===== src/rtl/wb_pkg.sv =====
// Shared constants and types for the register-file write-port arbiter.
// Latency: n/a (declarations only).
// Backpressure: n/a (declarations only).
package wb_pkg;

  localparam int unsigned NUM_WB_SRC = 8;
  localparam int unsigned SRC_IDX_W  = 3;

  // Selector value that routes the mux's hardwired stack-pointer constant.
  localparam logic [3:0] SEL_SP_CONST = 4'b1000;

  // Architectural zero register: writes to it are dropped.
  localparam logic [4:0] REG_ZERO = 5'd0;

  typedef enum logic {
    INIT = 1'b0,
    RUN  = 1'b1
  } state_t;

  // A grant only produces a register-file write when it targets a real register.
  function automatic logic writes_reg(input logic [4:0] r);
    return r != REG_ZERO;
  endfunction

endpackage


===== src/rtl/wb_port_arbiter_if.sv =====
// Write-back port bundle between the result sources / control unit and the arbiter.
// Latency: n/a (wires only).
// Backpressure: sources hold req until they see gnt; hold stalls all new grants.
//
// Signals:
//   req[7:0]            source i has a result pending
//   dest[39:0]          dest[5i+4:5i] = destination register of source i
//   hold                control-unit stall
//   gnt[7:0]            one-hot grant, one cycle per accepted request
//   mem_to_reg_sel[3:0] write-back mux selector (bit 3 = SP constant)
//   reg_write           register-file write enable
//   write_reg[4:0]      register-file write address
//   busy                arbiter has INIT pending or unmasked requests
// Modports: master = sources/control side, slave = arbiter side.
interface wb_port_arbiter_if;
  import wb_pkg::*;

  logic [NUM_WB_SRC-1:0]   req;
  logic [5*NUM_WB_SRC-1:0] dest;
  logic                    hold;
  logic [NUM_WB_SRC-1:0]   gnt;
  logic [3:0]              mem_to_reg_sel;
  logic                    reg_write;
  logic [4:0]              write_reg;
  logic                    busy;

  modport master (
    output req, dest, hold,
    input  gnt, mem_to_reg_sel, reg_write, write_reg, busy
  );

  modport slave (
    input  req, dest, hold,
    output gnt, mem_to_reg_sel, reg_write, write_reg, busy
  );

endinterface


===== src/rtl/wb_rr_pick.sv =====
// Combinational 8-way picker: first set bit of cand searching upward from start, wrapping 7->0.
// Latency: zero (pure combinational).
// Backpressure: none; any=0 when cand is empty.
//
// Ports:
//   cand[7:0]    candidate requesters
//   start[2:0]   index searched first (tied to 0 for fixed priority)
//   any          at least one candidate present
//   win_oh[7:0]  one-hot winner
//   win_idx[2:0] binary winner
module wb_rr_pick
  import wb_pkg::*;
(
  input  logic [NUM_WB_SRC-1:0] cand,
  input  logic [SRC_IDX_W-1:0]  start,
  output logic                  any,
  output logic [NUM_WB_SRC-1:0] win_oh,
  output logic [SRC_IDX_W-1:0]  win_idx
);

  logic [SRC_IDX_W-1:0] idx;

  always_comb begin
    any     = 1'b0;
    win_oh  = '0;
    win_idx = '0;
    idx     = '0;
    for (int k = 0; k < NUM_WB_SRC; k++) begin
      // 3-bit add wraps naturally from 7 back to 0.
      idx = start + k[SRC_IDX_W-1:0];
      if (!any && cand[idx]) begin
        any         = 1'b1;
        win_idx     = idx;
        win_oh[idx] = 1'b1;
      end
    end
  end

endmodule


===== src/rtl/wb_port_arbiter.sv =====
// Register-file write-port sequencer/arbiter: one SP-init write after reset, then one source grant per cycle.
// Latency: req sampled at edge N -> gnt/reg_write/sel/write_reg registered at edge N, write lands at N+1.
// Backpressure: hold or an empty candidate set idles the port; sources keep req high until granted.
//
// Ports:
//   clk    clock, all state on rising edge
//   reset  synchronous active-low reset
//   bus    wb_port_arbiter_if.slave (req/dest/hold in; gnt/sel/reg_write/write_reg/busy out)
// Parameter SP_REG: destination register of the post-reset stack-pointer write.
// Build option: define WB_RR_EN for round-robin; otherwise lowest index wins.
module wb_port_arbiter
  import wb_pkg::*;
#(
  parameter int unsigned SP_REG = 29
)
(
  input  logic              clk,
  input  logic              reset,
  wb_port_arbiter_if.slave  bus
);

  localparam logic [4:0] SP_REG_W = SP_REG[4:0];

  state_t                state;
  logic [NUM_WB_SRC-1:0] gnt_q;
  logic [3:0]            sel_q;
  logic                  rw_q;
  logic [4:0]            wr_q;

  logic [NUM_WB_SRC-1:0] cand;
  logic [SRC_IDX_W-1:0]  start;
  logic                  any;
  logic [NUM_WB_SRC-1:0] win_oh;
  logic [SRC_IDX_W-1:0]  win_idx;
  logic [4:0]            win_dest;
  logic [4:0]            dest_arr [NUM_WB_SRC];

  // The source granted this cycle still shows req high; mask it so it is not granted twice.
  assign cand = bus.req & ~gnt_q;

`ifdef WB_RR_EN
  logic [SRC_IDX_W-1:0] rr_ptr;
  assign start = rr_ptr;
`else
  assign start = '0;
`endif

  for (genvar g = 0; g < NUM_WB_SRC; g++) begin : g_dest
    assign dest_arr[g] = bus.dest[5*g +: 5];
  end

  assign win_dest = dest_arr[win_idx];

  wb_rr_pick u_pick (
    .cand    (cand),
    .start   (start),
    .any     (any),
    .win_oh  (win_oh),
    .win_idx (win_idx)
  );

  always_ff @(posedge clk) begin
    if (!reset) begin
      state <= INIT;
      gnt_q <= '0;
      sel_q <= '0;
      rw_q  <= 1'b0;
      wr_q  <= REG_ZERO;
`ifdef WB_RR_EN
      rr_ptr <= '0;
`endif
    end else begin
      case (state)
        INIT: begin
          // Requests are ignored here; this cycle belongs to the SP constant write.
          sel_q <= SEL_SP_CONST;
          wr_q  <= SP_REG_W;
          rw_q  <= 1'b1;
          gnt_q <= '0;
          state <= RUN;
        end
        RUN: begin
          if (bus.hold || !any) begin
            // Selector and address keep their last values on idle cycles.
            gnt_q <= '0;
            rw_q  <= 1'b0;
          end else begin
            gnt_q <= win_oh;
            sel_q <= {1'b0, win_idx};
            wr_q  <= win_dest;
            // A zero-register request is consumed without a write.
            rw_q  <= writes_reg(win_dest);
`ifdef WB_RR_EN
            rr_ptr <= win_idx + 3'd1;
`endif
          end
        end
        default: state <= INIT;
      endcase
    end
  end

  assign bus.gnt            = gnt_q;
  assign bus.mem_to_reg_sel = sel_q;
  assign bus.reg_write      = rw_q;
  assign bus.write_reg      = wr_q;
  assign bus.busy           = (state == INIT) || (|cand);

endmodule

===== src/flat_wrapper.sv =====
// flat-port wrapper written by rule: the top's interface ports become plain ports
module wb_port_arbiter_flat import wb_pkg::*;
#(
  parameter int unsigned SP_REG = 29
)
  (clk, reset, bus_req, bus_dest, bus_hold, bus_gnt, bus_mem_to_reg_sel, bus_reg_write, bus_write_reg, bus_busy);
  wb_port_arbiter_if bus_i ();
  input  logic clk;
  input  logic reset;
  input wire logic [$bits(bus_i.req)-1:0] bus_req;
  input wire logic [$bits(bus_i.dest)-1:0] bus_dest;
  input wire logic [$bits(bus_i.hold)-1:0] bus_hold;
  output wire logic [$bits(bus_i.gnt)-1:0] bus_gnt;
  output wire logic [$bits(bus_i.mem_to_reg_sel)-1:0] bus_mem_to_reg_sel;
  output wire logic [$bits(bus_i.reg_write)-1:0] bus_reg_write;
  output wire logic [$bits(bus_i.write_reg)-1:0] bus_write_reg;
  output wire logic [$bits(bus_i.busy)-1:0] bus_busy;
  assign bus_i.req = bus_req;
  assign bus_i.dest = bus_dest;
  assign bus_i.hold = bus_hold;
  assign bus_gnt = bus_i.gnt;
  assign bus_mem_to_reg_sel = bus_i.mem_to_reg_sel;
  assign bus_reg_write = bus_i.reg_write;
  assign bus_write_reg = bus_i.write_reg;
  assign bus_busy = bus_i.busy;
  wb_port_arbiter #(.SP_REG(SP_REG)) u_core (.clk(clk), .reset(reset), .bus(bus_i));
endmodule

===== config.mk =====
export PLATFORM = sky130hd
export DESIGN_NAME = wb_port_arbiter_flat
export DESIGN_NICKNAME = d
export VERILOG_FILES = /design/src/rtl/wb_pkg.sv /design/src/rtl/wb_port_arbiter_if.sv /design/src/rtl/wb_rr_pick.sv /design/src/rtl/wb_port_arbiter.sv /design/src/flat_wrapper.sv
export SDC_FILE = /design/constraint.sdc
export NUM_CORES = 1
export LEC_CHECK = 0
export ABC_AREA = 0
export CAP_MARGIN = 20
export CORE_ASPECT_RATIO = 1.2
export CORE_UTILIZATION = 40
export CTS_CLUSTER_DIAMETER = 120
export DETAILED_ROUTE_END_ITERATION = 8
export PLACE_DENSITY = 0.86
export SYNTH_ARGS = -nofsm -noshare
export SYNTH_HDL_FRONTEND = slang
export SYNTH_SLANG_ARGS = --single-unit

===== constraint.sdc =====
create_clock -name clk -period 5.49 [get_ports clk]
set_input_delay 1.098 -clock clk [delete_from_list [all_inputs] [get_ports clk]]
set_output_delay 1.098 -clock clk [all_outputs]
set_load 0.005 [all_outputs]

; ---- Word-level counts from Yosys, hierarchy flattened
; Cells that the tools add are included.
[totals]
out_inout_bits = 19
ff_bits = 19
elab_cells = 65
[op_classes]
n_eq_ne = 1
mux = 35
n_reduce_logical = 19
bitwise_logic = 4
order_cmp = 1
[op_table]
columns = cell, count
row1 = 3-bit 2-to-1 mux, 7
row2 = 5-bit 2-to-1 mux, 4
row3 = 8-bit 2-to-1 mux, 2
row4 = 8-bit case mux with 2 select lines, 1
row5 = 5-bit binary-select mux with 3-bit select, 1
row6 = 1-bit 2-to-1 mux, 12
row7 = 5-bit case mux with 2 select lines, 1
row8 = 8-bit AND, 1
row9 = 1-bit logical NOT, 8
row10 = 4-bit 2-to-1 mux, 2
row11 = 8-bit inverter, 1
row12 = 4-bit case mux with 2 select lines, 1
row13 = 8-bit OR reduction, 1
row14 = 1-bit logical AND, 7
row15 = 7-bit 2-to-1 mux, 1
row16 = 6-bit 2-to-1 mux, 1
row17 = 5-bit nonzero test, 1
row18 = "4-bit >= comparator, second input constant", 1
row19 = 3-bit inverter with 4-bit output, 1
row20 = 1-bit logical OR, 2
row21 = 2-bit 2-to-1 mux, 1
row22 = "2-bit != test, second input constant", 1
row23 = 1-bit case mux with 2 select lines, 1
row24 = 1-bit inverter, 1

; ---- Logic depth before layout (Yosys ltp)
; Gate-level depths: netlist of run 1.
[logic_depth]
word_depth = 31
depth_mapped = 8
mapped_depth_nobuf = 7

; ---- Cells and area by module
; A second synthesis of run 1 with hierarchy kept.
[unflattened]
cells_unflattened = 271
hier_area_um2 = 2501.1
[modules_own_cells]
columns = module, n_inst, cells_each, area_each_um2
row1 = wb_rr_pick, 1, 176, 1461.4
row2 = wb_port_arbiter, 1, 95, 1039.7

; ---- Least setup slack after synthesis of run 1
; No wires, ideal clock.
[synth_path]
kind = input port to output port
start = input bus_req[0]
end = output bus_busy
stages = 4
slack_ns = 2.500
n_path_buf = 0
t_arrival_ns = 1.892
required_ns = 4.392
path_cell_list = nand2b_1 nand2_1 nor3_1 nand3_1
[synth_via]
elab_chain_len = 3
[synth_lines]
columns = item, line
row1 = "start, declared", flat_wrapper.sv:10  ; input wire logic [$bits(bus_i.req)-1:0] bus_req;
row2 = 8-bit AND, wb_port_arbiter.sv:39  ; assign cand = bus.req & ~gnt_q;
row3 = 8-bit OR reduction, wb_port_arbiter.sv:107  ; assign bus.busy = (state == INIT) || (|cand);
row4 = 1-bit logical OR, wb_port_arbiter.sv:107
row5 = "end, declared", flat_wrapper.sv:17  ; output wire logic [$bits(bus_i.busy)-1:0] bus_busy;
; No other way between the ends.

; ---- Final worst setup path of run 1
; Same ends and word-level chain as after synthesis.

==> results.py, run 1 <==
metrics = {
    "grt": {
        "grt_overflow": 0,
        "grt_pass1_vias": 1338,
        "grt_pass1_wl_mm": 5.71,
        "track_usage_pct": 24.7,
        "grt_start_max_net_pins": 13,
        "antenna_found_initial": 0,
    },
    "timing": {
        "hold_viol": 0,
        "slew_headroom_pct": 43.6,
        "min_period_ns": 4.08,
        "period_share_pct": 74.3,
        "rsz0062_at_grt": "no",
        "setup_violations": 0,
        "tightest_slew_ns": 0.846,
        "clock_skew_ns": 0.0108,
        "fin_tns_setup_ns": 0,
        "slew_violations": 0,
        "max_freq_mhz": 245,
        "fin_ws_ns": 1.41,
    },
    "hold_path": {
        "holdPathStages": 2,
        "min_path_type": "register to register",
    },
    "floorplanning": {
        "io_pins": 70,
        "design.die.area_um2": 3070,
        "rows": 20,
        "fp.dieH_um": 60.5,
        "core_area_um2": 2630,
        "initial_core_util_pct": 43.4,
        "die_w_um": 50.8,
    },
    "synth": {
        "synth_top_area_cell": "dfxtp_1",
        "synthMuxAreaShare_pct": 8.44,
        "synth_top_family_by_area": "compound AO/OA/AOI/OAI gates",
        "yosys.area_share.simple_pct": 26.8,
        "synth_top_area_share_pct": 33.3,
        "synth_edf_count": 0,
        "synth_flop_cell": "dfxtp_1",
        "synth.area.top_cells": "dfxtp_1 33%, nand2_1 6.6%, o221ai_1 6.1%",
        "ys_seq_area_share_pct": 33.3,
        "synthCells": 133,
        "ys_types": 40,
        "synth_fp_nets": 184,
        "syn_area_um2": 1140,
        "yosys_warnings": 0,
        "synth_xor_area_share_pct": 0,
        "avgSynthCellArea_um2": 8.58,
        "yosys_register_bits": 19,
        "synth_compound_area_share_pct": 29.8,
        "async_flop_share_pct": 0,
        "synthAdderAreaFrac_pct": 0,
    },
    "clock_network": {
        "cts_tree": "built",
        "clkLatencyLatePin_ns": 0.30,
        "postCtsHoldBufs": 0,
        "numCtsBuffers": 3,
        "cts_buffer_depth": 2,
        "clockRootBuffer": "clkbuf_4",
        "cts.clk_slew.worst_paths_ns": 0.11,
        "cts_resized": 0,
        "cts.sinks": 19,
        "cts_setup_buffers": 0,
        "h-tree-depth": 1,
    },
    "pwr": {
        "p_leak_nw": 0.679,
        "pwr_density_cell_nw_per_um2": 174,
        "ir_worst_vdd_v": 0.000195,
    },
    "routing": {
        "drt-vias-per-instance": 5.75,
        "first_pass_iters": 4,
        "drt-initial-drc-count": 63,
        "drc": 0,
        "ant_nets": 0,
        "vias": 1356,
        "finalWirelength_mm": 3.53,
        "wl_per_cell_um": 15.0,
    },
    "finish": {
        "drive_above_1_share_pct": 8.87,
        "final_common_cell": "clkdlybuf4s50_1",
        "fillCellCount": 220,
        "diodes": 0,
        "area_growth_syn_to_layout_pct": 65.2,
        "final_cell_mix": "69 x clkdlybuf4s50_1, 20 x nand2_1, 19 x dfxtp_1",
        "nNetsFinal": 255,
        "largest_reg_flops": 8,
    },
    "status": {
        "status": "complete, no violations",
    },
    "placed_design": {
        "gp_congestion": 0.810,
        "dp_hpwl_mm": 2.89,
        "portBuffers": 69,
        "dp_slack_ns": 1.42,
    },
    "worst_setup_path": {
        "cp-start-kind": "input pin",
        "arrival_ns": 2.98,
        "worstPathMaxFanout": 5,
        "ff2ff_path_depth": 6,
        "required_ns": 4.39,
        "cp-end-kind": "output port",
        "critical_path_class": "input pin to output port",
    },
    "flow_run": {
        "cap_violations": 0,
    },
}
==> critical path: stages <==
cell	delay (ns)
clkdlybuf4s50_1	0.41
nand2b_1	0.15
nand2_1	0.18
nor3_1	0.51
nand3_1	0.16
clkdlybuf4s50_1	0.47
==> Yosys cell counts, types with 2 or more instances <==
cell       n
o22ai_1    2
and2b_2    3
nor2_1    12
a211oi_2   2
o221ai_1   8
o22a_1     3
a22oi_1    3
a21oi_1    9
nand3_1    3
dfxtp_1   19
mux2_2     3
mux2i_1    4
nand2b_1   7
nand2_1   20
clkbuf_1   2
nor3_1     4
a31oi_1    4
nand4_1    2
nor2b_1    2
==> logic make-up (layout without fill, tap and decap cells) <==
| logic type | after synthesis | after routing |
|---|---|---|
| DFF | 19 | 19 |
| and+or+nand+nor | 59 | 59 |
| buffers and inverters | 4 | 74 |
| AOI/OAI and AO/OA | 43 | 43 |
| muxes | 8 | 8 |
==> layer usage <==
layer | GRT usage [%] | up-vias | wire, µm
li1 | - | 648 | -
met3 | 4.51 | 8 | 270
met4 | 10.3 | 0 | 61
met1 | 26.0 | 628 | 1320
met2 | 48.2 | 72 | 1880
met5 | 0 | - | 0
==> final cells by class <==
| class | instances | area [µm²] | share of cell area (%) |
|---|---|---|---|
| flip-flops and latches | 19 | 380 | 20.2 |
| well taps | 33 | 41.3 | 2.19 |
| repair buffers | 69 | 691 | 36.6 |
| clock inverters | 1 | 5.00 | 0.265 |
| inverters | 1 | 3.75 | 0.199 |
| clock buffers | 3 | 22.5 | 1.19 |
| multi-input cells | 110 | 742 | 39.3 |
==> report_power, final <==
group          switching (mW)  internal, mW
clock                  0.0460        0.0271
combinational          0.0440        0.0640
sequential            0.00329         0.143
total                  0.0933         0.234
==> metrics by stage <==
step | utilization [%] | hold WS [ns] | cell area (µm²) | cells | power (mW)
after global placement | 70.7 | 0.448 | 1860 | 232 | 0.254
after floorplan | - | 0.453 | 1140 | 133 | 0.201
after global routing | 71.8 | 0.490 | 1890 | 236 | 0.342
after detailed placement | 70.7 | 0.447 | 1860 | 232 | 0.257
final | 71.8 | 0.459 | 1890 | 236 | 0.328
after CTS | 71.8 | 0.462 | 1890 | 236 | 0.326
==> path summary, 6_finish.rpt <==
check | to | startpoint | slack, ns
worst max-delay path | bus_busy | bus_req[0] | 1.41
worst min-delay path | u_core.bus.mem_to_reg_sel[1] | u_core.bus.mem_to_reg_sel[1] | 0.46
worst max register to register | u_core.bus.write_reg[4] | u_core.bus.gnt[3] | 3.06
worst min register to register | u_core.bus.mem_to_reg_sel[1] | u_core.bus.mem_to_reg_sel[1] | 0.46
Note: power is estimated with default switching activity, not from simulation.
==> run 2, diff against run 1 <==
--- a/config.mk
+++ b/config.mk
@@ -8,10 +8,10 @@
 export ABC_AREA = 0
 export CAP_MARGIN = 20
 export CORE_ASPECT_RATIO = 1.2
-export CORE_UTILIZATION = 40
+export CORE_UTILIZATION = 33
 export CTS_CLUSTER_DIAMETER = 120
 export DETAILED_ROUTE_END_ITERATION = 8
-export PLACE_DENSITY = 0.86
+export PLACE_DENSITY = 0.76
 export SYNTH_ARGS = -nofsm -noshare
 export SYNTH_HDL_FRONTEND = slang
 export SYNTH_SLANG_ARGS = --single-unit
==> constraint.sdc (replaced) <==
create_clock -name clk -period 3.7 [get_ports clk]
set_input_delay 0.74 -clock clk [delete_from_list [all_inputs] [get_ports clk]]
set_output_delay 0.74 -clock clk [all_outputs]
set_load 0.005 [all_outputs]
==> run 2 against run 1 <==
Compared with the run above:
- sequential share of layout area down 0.48 points
- worst setup slack worse by 0.80 ns
- register-to-register slack got worse by 1.7 ns
==> results.py, run 2 (synthesis gave the netlist of run 1 again) <==
metrics = {
    "status": {
        "status": "complete, no violations",
    },
    "floorplanning": {
        "design.die.area_um2": 3700,
        "fp.dieH_um": 66.4,
        "io_pins": 70,
        "core_area_um2": 3310,
        "die_w_um": 55.7,
        "initial_core_util_pct": 34.5,
        "rows": 23,
    },
    "pwr": {
        "clkPwrFrac_pct": 28.2,
        "pwr_density_cell_nw_per_um2": 273,
        "seqPwrFrac_pct": 41.3,
        "p_int_mw": 0.384,
        "ir_worst_vdd_v": 0.000215,
        "combinationalPowerShare_pct": 30.6,
        "p_sw_share_pct": 27.1,
        "total_power_mw": 0.527,
        "p_leak_nw": 0.702,
        "p_switching_mw": 0.143,
    },
    "placed_design": {
        "gp_congestion": 0.858,
        "portBuffers": 69,
        "dp_hpwl_mm": 2.92,
        "place_area_um2": 1890,
    },
    "clock_network": {
        "cts_setup_buffers": 0,
        "cts_buffer_depth": 2,
        "clockRootBuffer": "clkbuf_8",
        "cts_resized": 0,
        "cts_tree": "built",
        "cts.sinks": 19,
        "numCtsBuffers": 3,
        "clkLatencyLatePin_ns": 0.26,
        "postCtsHoldBufs": 0,
        "cts.clk_slew.worst_paths_ns": 0.07,
        "h-tree-depth": 1,
    },
    "worst_setup_path": {
        "cp-start-kind": "input pin",
        "worstPathMaxFanout": 5,
        "arrival_ns": 2.36,
        "crit_path_max_incr_delay_ns": 0.48,
        "crit_path_frequent_cell": "clkdlybuf4s50_1",
        "cp-end-kind": "output port",
        "cp_top_family": "buffers and inverters",
        "crit_chain": "clkdlybuf4s50_1, nand2b_1, nand2_1, nor3_1, nand3_1, clkdlybuf4s50_1",
        "crit_buf_inv": 2,
        "critical_path_class": "input pin to output port",
        "required_ns": 2.96,
        "worst_path_max_delay_cell": "clkdlybuf4s50_1",
    },
    "grt": {
        "grt_pass1_vias": 1364,
        "grt_overflow": 0,
        "grt_pass1_wl_mm": 6.29,
        "grt_start_max_net_pins": 12,
        "antenna_found_initial": 0,
        "track_usage_pct": 21.3,
    },
    "finish": {
        "utilization_pct": 58.4,
        "fillCellCount": 325,
        "final_common_cell": "clkdlybuf4s50_1",
        "design_area_um2": 1930,
        "area_growth_syn_to_layout_pct": 69.3,
        "nNetsFinal": 258,
        "diodes": 0,
        "largest_reg_flops": 8,
        "drive_above_1_share_pct": 10.2,
        "final_cell_mix": "69 x clkdlybuf4s50_1, 20 x nand2_1, 19 x dfxtp_1",
    },
    "timing": {
        "slew_violations": 0,
        "period_share_pct": 83.7,
        "min_period_ns": 3.10,
        "clock_skew_ns": 0.00161,
        "rsz0062_at_grt": "no",
        "setup_violations": 0,
        "tightest_slew_ns": 0.667,
        "max_freq_mhz": 323,
        "hold_viol": 0,
        "fin_tns_setup_ns": 0,
        "slew_headroom_pct": 55.1,
    },
    "routing": {
        "first_pass_iters": 4,
        "ant_nets": 0,
        "drt-vias-per-instance": 5.45,
        "finalWirelength_mm": 3.62,
        "drt-initial-drc-count": 40,
        "vias": 1325,
        "drc": 0,
        "wl_per_cell_um": 14.9,
    },
    "flow_run": {
        "cap_violations": 0,
    },
    "hold_path": {
        "min_path_type": "register to register",
    },
}
run 2: changes by cell type in the layout (fill, tap and decap cells not counted):
| cell | previous run | this run |
|---|---|---|
| buf_4 | 0 | 3 |
| clkbuf_4 | 3 | 0 |
| clkbuf_8 | 0 | 3 |
run 2: metal layers:
| metal | track usage [%] | routed length, µm |
|---|---|---|
| met2 | 38.7 | 1850 |
| met3 | 5.48 | 294 |
| met5 | 0 | 0 |
| met4 | 7.19 | 44 |
| met1 | 24.0 | 1430 |
run 2: power by group through the flow:
stage                     logic, mW  clock network [mW]  registers, mW
after floorplan              0.0764                   0          0.221
after global placement        0.157                   0          0.222
after detailed placement      0.161                   0          0.222
after CTS                     0.162               0.151          0.217
after global routing          0.176               0.162          0.219
final                         0.161               0.148          0.217
run 2: final cells by class:
type | count | area [µm²] | share of cell area (%)
Clock inverter | 1 | 5.00 | 0.259
Sequential cell | 19 | 380 | 19.7
Multi-Input combinational cell | 110 | 742 | 38.4
Tap cell | 37 | 46.3 | 2.40
Clock buffer | 3 | 41.3 | 2.14
Timing Repair Buffer | 72 | 713 | 36.9
Inverter | 1 | 3.75 | 0.194
run 2: per-stage QoR:
stage | setup WS, ns | cells | hold WS, ns
6_report | 0.604 | 243 | 0.458
3_5_place_dp | 0.512 | 239 | 0.447
5_1_grt | 0.457 | 243 | 0.477
2_1_floorplan | 1.24 | 133 | 0.453
4_1_cts | 0.588 | 243 | 0.458
3_3_place_gp | 0.609 | 239 | 0.446
run 2: tightest hold or removal path, delay by kind of cell, from the launching register on:
kind | cells | cell delay [ns]
flops | 1 | 0.31
simple gates | 1 | 0.05
compound gates | 1 | 0.05
run 2: worst paths after layout:
path | cells past startpoint | slack, ns | to | startpoint
min reg2reg | 2 | 0.46 | u_core.bus.mem_to_reg_sel[3] | u_core.bus.mem_to_reg_sel[3]
max | 6 | 0.60 | bus_busy | bus_req[0]
min | 2 | 0.46 | u_core.bus.mem_to_reg_sel[3] | u_core.bus.mem_to_reg_sel[3]
max reg2reg | 6 | 1.32 | u_core.bus.write_reg[4] | u_core.bus.gnt[3]
